### config.mk
export PLATFORM = sky130hd
export DESIGN_NAME = lf_ssp_serializer_flat
export DESIGN_NICKNAME = d
export VERILOG_FILES = /design/src/rtl/lf_ssp_serializer_if.sv /design/src/rtl/lf_ssp_serializer.sv /design/src/flat_wrapper.sv
export SDC_FILE = /design/constraint.sdc
export NUM_CORES = 1
export LEC_CHECK = 0
export BUFFER_PORTS_ARGS = -buffer_cell sky130_fd_sc_hd__buf_2
export CORE_MARGIN = 2
export CORE_UTILIZATION = 45
export CTS_CLUSTER_SIZE = 40
export DETAILED_ROUTE_END_ITERATION = 8
export MAX_ROUTING_LAYER = met4
export PLACE_DENSITY = 0.62
export SLEW_MARGIN = 10
export SYNTH_ARGS = -nofsm -noshare
export SYNTH_HDL_FRONTEND = slang
export SYNTH_SLANG_ARGS = --single-unit
### constraint.sdc
create_clock -name pck0 -period 2.5 [get_ports pck0]
set_clock_uncertainty 0.2 [all_clocks]
set_input_delay 0.25 -clock pck0 [delete_from_list [all_inputs] [get_ports pck0]]
set_output_delay 0.25 -clock pck0 [all_outputs]
set_load 0.03 [all_outputs]
### src/rtl/lf_ssp_serializer_if.sv
// Sample bus between the LF capture logic and the SSP serializer.
interface lf_ssp_serializer_if #(
    parameter int SAMPLE_W = 8
);
    logic [SAMPLE_W-1:0] sample_data;
    logic                sample_valid;
    logic                sample_ready;

    modport master (
        output sample_data,
        output sample_valid,
        input  sample_ready
    );

    modport slave (
        input  sample_data,
        input  sample_valid,
        output sample_ready
    );
endinterface

### src/rtl/lf_ssp_serializer.sv
// LF sample FIFO + MSB-first SSP shifter toward the ARM.
// Define LF_SSP_PARITY_EN to append an even-parity bit to every word.
module lf_ssp_serializer #(
    parameter int FIFO_DEPTH = 4,
    parameter int SSP_HALF   = 2,
    parameter int SAMPLE_W   = 8,
    localparam int LW        = $clog2(FIFO_DEPTH) + 1
) (
    input  logic              pck0,
    input  logic              rst,
    input  logic              enable,
    lf_ssp_serializer_if.slave smp,
    output logic [LW-1:0]     fifo_level,
    output logic              overflow,
    output logic              ssp_clk,
    output logic              ssp_frame,
    output logic              ssp_din
);
    localparam int AW = $clog2(FIFO_DEPTH);
    localparam int CW = (SSP_HALF > 1) ? $clog2(SSP_HALF) : 1;
`ifdef LF_SSP_PARITY_EN
    localparam int NBITS = SAMPLE_W + 1;
`else
    localparam int NBITS = SAMPLE_W;
`endif
    localparam int BW = $clog2(NBITS + 1);
    localparam logic [CW-1:0] HALF_TC = CW'(SSP_HALF - 1);
    localparam logic [BW-1:0] LAST_BIT = BW'(NBITS - 1);

    typedef enum logic {IDLE, SHIFT} state_t;

    logic [SAMPLE_W-1:0] mem [FIFO_DEPTH];
    logic [AW-1:0]       wr_ptr, rd_ptr;
    logic [SAMPLE_W-1:0] head;
    logic                full, empty, push, drop, pop, flush;
    logic                ssp_fall, last_bit;

    state_t              state;
    logic [CW-1:0]       cnt;
    logic [BW-1:0]       bit_idx;
    logic [SAMPLE_W-2:0] sreg;
`ifdef LF_SSP_PARITY_EN
    logic                par;
`endif

    assign full   = (fifo_level == LW'(FIFO_DEPTH));
    assign empty  = (fifo_level == '0);
    assign head   = mem[rd_ptr];
    assign push   = smp.sample_valid & enable & ~full;
    assign drop   = smp.sample_valid & enable & full;
    assign smp.sample_ready = ~full;

    assign ssp_fall = (state == SHIFT) && (cnt == HALF_TC) && ssp_clk;
    assign last_bit = (bit_idx == LAST_BIT);
    // Pop either from idle or on the closing falling edge of a word.
    assign pop   = enable & ~empty &
                   ((state == IDLE) | (ssp_fall & last_bit));
    assign flush = ssp_fall & last_bit & ~enable;

    always_ff @(posedge pck0) begin
        if (push) mem[wr_ptr] <= smp.sample_data;
    end

    always_ff @(posedge pck0 or posedge rst) begin
        if (rst) begin
            wr_ptr     <= '0;
            rd_ptr     <= '0;
            fifo_level <= '0;
            overflow   <= 1'b0;
        end else if (flush) begin
            rd_ptr     <= wr_ptr;
            fifo_level <= '0;
            overflow   <= 1'b0;
        end else begin
            if (push) wr_ptr <= wr_ptr + 1'b1;
            if (pop)  rd_ptr <= rd_ptr + 1'b1;
            unique case ({push, pop})
                2'b10:   fifo_level <= fifo_level + 1'b1;
                2'b01:   fifo_level <= fifo_level - 1'b1;
                default: ;
            endcase
            if (drop) overflow <= 1'b1;
        end
    end

    always_ff @(posedge pck0 or posedge rst) begin
        if (rst) begin
            state     <= IDLE;
            cnt       <= '0;
            bit_idx   <= '0;
            sreg      <= '0;
            ssp_clk   <= 1'b0;
            ssp_frame <= 1'b0;
            ssp_din   <= 1'b0;
`ifdef LF_SSP_PARITY_EN
            par       <= 1'b0;
`endif
        end else begin
            unique case (state)
                IDLE: begin
                    ssp_clk   <= 1'b0;
                    ssp_frame <= 1'b0;
                    ssp_din   <= 1'b0;
                    if (pop) begin
                        state     <= SHIFT;
                        sreg      <= head[SAMPLE_W-2:0];
                        ssp_din   <= head[SAMPLE_W-1];
                        ssp_frame <= 1'b1;
                        bit_idx   <= '0;
                        cnt       <= '0;
`ifdef LF_SSP_PARITY_EN
                        par       <= ^head;
`endif
                    end
                end
                SHIFT: begin
                    if (cnt != HALF_TC) begin
                        cnt <= cnt + 1'b1;
                    end else begin
                        cnt     <= '0;
                        ssp_clk <= ~ssp_clk;
                        if (ssp_clk && !last_bit) begin
                            sreg      <= sreg << 1;
                            ssp_frame <= 1'b0;
                            bit_idx   <= bit_idx + 1'b1;
`ifdef LF_SSP_PARITY_EN
                            ssp_din   <= (bit_idx == BW'(SAMPLE_W - 1)) ?
                                         par : sreg[SAMPLE_W-2];
`else
                            ssp_din   <= sreg[SAMPLE_W-2];
`endif
                        end else if (ssp_clk && pop) begin
                            // Back-to-back word: reload on the same edge.
                            ssp_clk   <= 1'b0;
                            sreg      <= head[SAMPLE_W-2:0];
                            ssp_din   <= head[SAMPLE_W-1];
                            ssp_frame <= 1'b1;
                            bit_idx   <= '0;
`ifdef LF_SSP_PARITY_EN
                            par       <= ^head;
`endif
                        end else if (ssp_clk) begin
                            state     <= IDLE;
                            ssp_clk   <= 1'b0;
                            ssp_frame <= 1'b0;
                            ssp_din   <= 1'b0;
                        end
                    end
                end
            endcase
        end
    end
endmodule

### src/flat_wrapper.sv
// flat-port wrapper written by rule: the top's interface ports become plain ports
module lf_ssp_serializer_flat 
#(
    parameter int FIFO_DEPTH = 4,
    parameter int SSP_HALF   = 2,
    parameter int SAMPLE_W   = 8,
    localparam int LW        = $clog2(FIFO_DEPTH) + 1
)
  (pck0, rst, enable, fifo_level, overflow, ssp_clk, ssp_frame, ssp_din, smp_sample_data, smp_sample_valid, smp_sample_ready);
  lf_ssp_serializer_if #(.SAMPLE_W(SAMPLE_W)) smp_i ();
  input  logic pck0;
  input  logic rst;
  input  logic enable;
  output logic [LW-1:0] fifo_level;
  output logic overflow;
  output logic ssp_clk;
  output logic ssp_frame;
  output logic ssp_din;
  input wire logic [$bits(smp_i.sample_data)-1:0] smp_sample_data;
  input wire logic [$bits(smp_i.sample_valid)-1:0] smp_sample_valid;
  output wire logic [$bits(smp_i.sample_ready)-1:0] smp_sample_ready;
  assign smp_i.sample_data = smp_sample_data;
  assign smp_i.sample_valid = smp_sample_valid;
  assign smp_sample_ready = smp_i.sample_ready;
  lf_ssp_serializer #(.FIFO_DEPTH(FIFO_DEPTH), .SSP_HALF(SSP_HALF), .SAMPLE_W(SAMPLE_W)) u_core (.pck0(pck0), .rst(rst), .enable(enable), .smp(smp_i), .fifo_level(fifo_level), .overflow(overflow), .ssp_clk(ssp_clk), .ssp_frame(ssp_frame), .ssp_din(ssp_din));
endmodule
==> reports/results.ini <==
[cells_and_area]
regArea_mm2=0.001564
fillers=444
areaGrowthSynthToFinish_pct=18.66
final_nets=225
multi_input_area_um2=850.8
final_layout_size_suffix_gt1_share_pct=37.68
antenna_cells=0

[global_route]
grt_max_degree=19
overflow=0
grt_use_met3_pct=2.529
use_met2_pct=27.24
use_met1_pct=21.34
grt_pass1_vias=1556
antenna_found_initial=0
grt_pass1_wl_um=7576
track_usage_pct=16.52
grt-busiest-layer=met2

[placement]
pre_cts_ws_ps=1.308
routabilityCongestion=0.8076
portBuffers=19
dp_hpwl_um=3135

[timing]
tightest_slew_ps=738.1
clock.fmax_mhz=407.8
maxSlewHeadroom_pct=50.34
fin_ws_ps=48.00
slew_viol_final=0
finalHoldViolations=0
fin_setup_tns_ps=0
finalCriticalPeriod_ps=2452
finalSetupViolations=0
fin_crit_sh_pct=98.08

[worst_hold_path]
hp-class=input pin to flop
holdCritStartpoint=smp_sample_valid
hold_path_end=u_core.overflow
holdPathStages=3

[power]
p_leak_uw=0.001180
irDropWorstVdd_v=0.0006318
powerDensity_mw_per_mm2=1085

[logic_synthesis]
yosysTopAreaCellShare_pct=38.52
ys_warn_count=0
syn_area_mm2=0.002495
synth_area_per_cell_um2=15.31
synth_seq_area_share_pct=62.59
async_flop_share_pct=42.86
synth.most_common_cell=edfxtp_1
synth_common_cells=edfxtp_1 (32), dfrtp_1 (24), inv_1 (14)
synth_area_leaders=edfxtp_1 (39%), dfrtp_1 (24%), mux4_2 (7.2%)
synth-seq-cells=56
synth_enable_flop_cells=32
ys.flop_type=edfxtp_1
yosysTopAreaCell=edfxtp_1
synth_cells=163
ys_types=45
synthesis.nets=182

[clock_network]
cts_max_path_buffers=2
cts.sinks=56
h-tree-depth=2
clock_latency_ps=310
cts.reportedPaths.clkPinSlew_ps=110
root_buffer=clkbuf_8
cts_made_buffers=5
cts_tree=yes

[drt]
drt_iter0_markers=56
vias=1476
vias_per_cell=5.290
routedWlPerCell_um=16.15
drtPass1Iterations=4
drcViolationCount=0
wl_um=4506
ant_nets=0

[outcome]
status=complete, no violations

[floorplan]
die_h_um=78.46
std_cell_rows=27
fp.dieW_um=78.46
fp.coreArea_mm2=0.005439
die_area_mm2=0.006156
ios=20
start_util_pct=45.87

[setup_path]
worstPathArrival_ps=2480
rr_worst_depth=10
startpoint_type=flop
r2r_end=u_core.fifo_level[2]
cp-startpoint=u_core.fifo_level[0]
cp-end-kind=flop
worstPathRequired_ps=2530
slowest_stage=dfrtp_2
path_cells=buf_4 > nor2_2 > nand2_2 > and3_2 > inv_1 > ha_2 > fa_2 > xnor2_1 > or3_1 > a21oi_1
ff2ff_setup_slack_ps=50
slowest_delay_ps=390
r2r-start=u_core.fifo_level[0]
crit_type=flop to flop
cp_max_fo=7

[job]
drv_cap=0

==> cell usage in the layout (no fill, tap or decap), types with 4 or more instances in the layout <==
cell type,n
and2_1,4
dfrtp_1,22
buf_2,19
edfxtp_1,32
nor2_1,5
mux4_2,8
nor3_1,7
inv_1,14
clkbuf_8,5
ha_1,4
dlygate4sd3_1,9
a221oi_2,5
buf_4,13
o21ai_0,5
==> state kept, by name (all words and copies together) (netlist names) <==
| register | cells |
|---|---|
| u_core.ssp_din | 1 |
| u_core.sreg | 7 |
| u_core.state | 1 |
| u_core.ssp_clk | 1 |
| u_core.ssp_frame | 1 |
| u_core.mem | 32 |
| u_core.overflow | 1 |
| u_core.wr_ptr | 2 |
| u_core.cnt | 1 |
| u_core.rd_ptr | 2 |
| u_core.fifo_level | 3 |
| u_core.bit_idx | 4 |
==> through the flow <==
step | instance area (um^2) | total power (uW) | std cells | hold slack, ps | utilization, %
6_report | 2960 | 3213 | 279 | 50.15 | 54.43
5_1_grt | 2960 | 3406 | 279 | 122.3 | 54.43
4_1_cts | 2940 | 3224 | 277 | 40.00 | 54.06
3_5_place_dp | 2719 | 2588 | 258 | 146.3 | 49.99
3_3_place_gp | 2719 | 2520 | 258 | 120.7 | 49.99
2_1_floorplan | 2507 | 2272 | 163 | 64.48 | -
==> worst max path at each step <==
stage / end / slack, ps / cells past startpoint
floorplan: u_core.fifo_level[2] / 20 / 10
global placement: u_core.fifo_level[2] / 80 / 10
detailed placement: u_core.fifo_level[2] / 1 / 10
CTS: u_core.fifo_level[2] / 9 / 10
global route: u_core.fifo_level[2] / -40 / 10
finish: u_core.fifo_level[2] / 50 / 10
==> cells by family after synthesis <==
kind of cell	count (synthesis)	synth area share (%)
AO/OA/AOI/OAI	31	11.99
buffers and inverters	20	3.811
XOR/XNOR	4	1.404
AND/OR/NAND/NOR	35	8.325
multiplexers	10	8.074
flip-flops	56	62.59
adder cells (fa/ha/maj)	7	3.811
==> power breakdown <==
group / internal (uW) / switching (uW) / total [uW]
Sequential: 1210 / 207 / 1420
Combinational: 546 / 648 / 1190
Clock: 302 / 300 / 603
==> per-layer routing <==
| metal | up-vias | share of wire (%) |
|---|---|---|
| met5 | - | 0 |
| met4 | 0 | 1.3 |
| met3 | 8 | 2.3 |
| met2 | 27 | 50 |
| met1 | 736 | 46 |
| li1 | 705 | - |
==> timing repair <==
action	in CTS	in global routing
endpoints found under the setup margin	1	2
buffers inserted	2	2
hold buffers	9	0
gates cloned	0	0
resized for setup	0	3
pin swaps	0	1
hold endpoints to repair	46	0
==> worst max-delay path: cells and delay by family, from the launching register on <==
kind                       cells  cell delay, ps
AOI/OAI and AO/OA              1             190
and+or+nand+nor                4             700
xor gates and xnor gates       1             130
buffers and inverters          2             210
DFF                            1             390
adders and majority gates      2             530
==> final cells by class <==
type	count	area share (%)
well taps	72	3.043
clock buffers	5	2.325
multi-input cells	87	28.74
clock inverters	3	1.606
repair buffers	41	9.552
flip-flops and latches	56	52.83
inverters	15	1.902
Power figures use the tool's default switching activity.
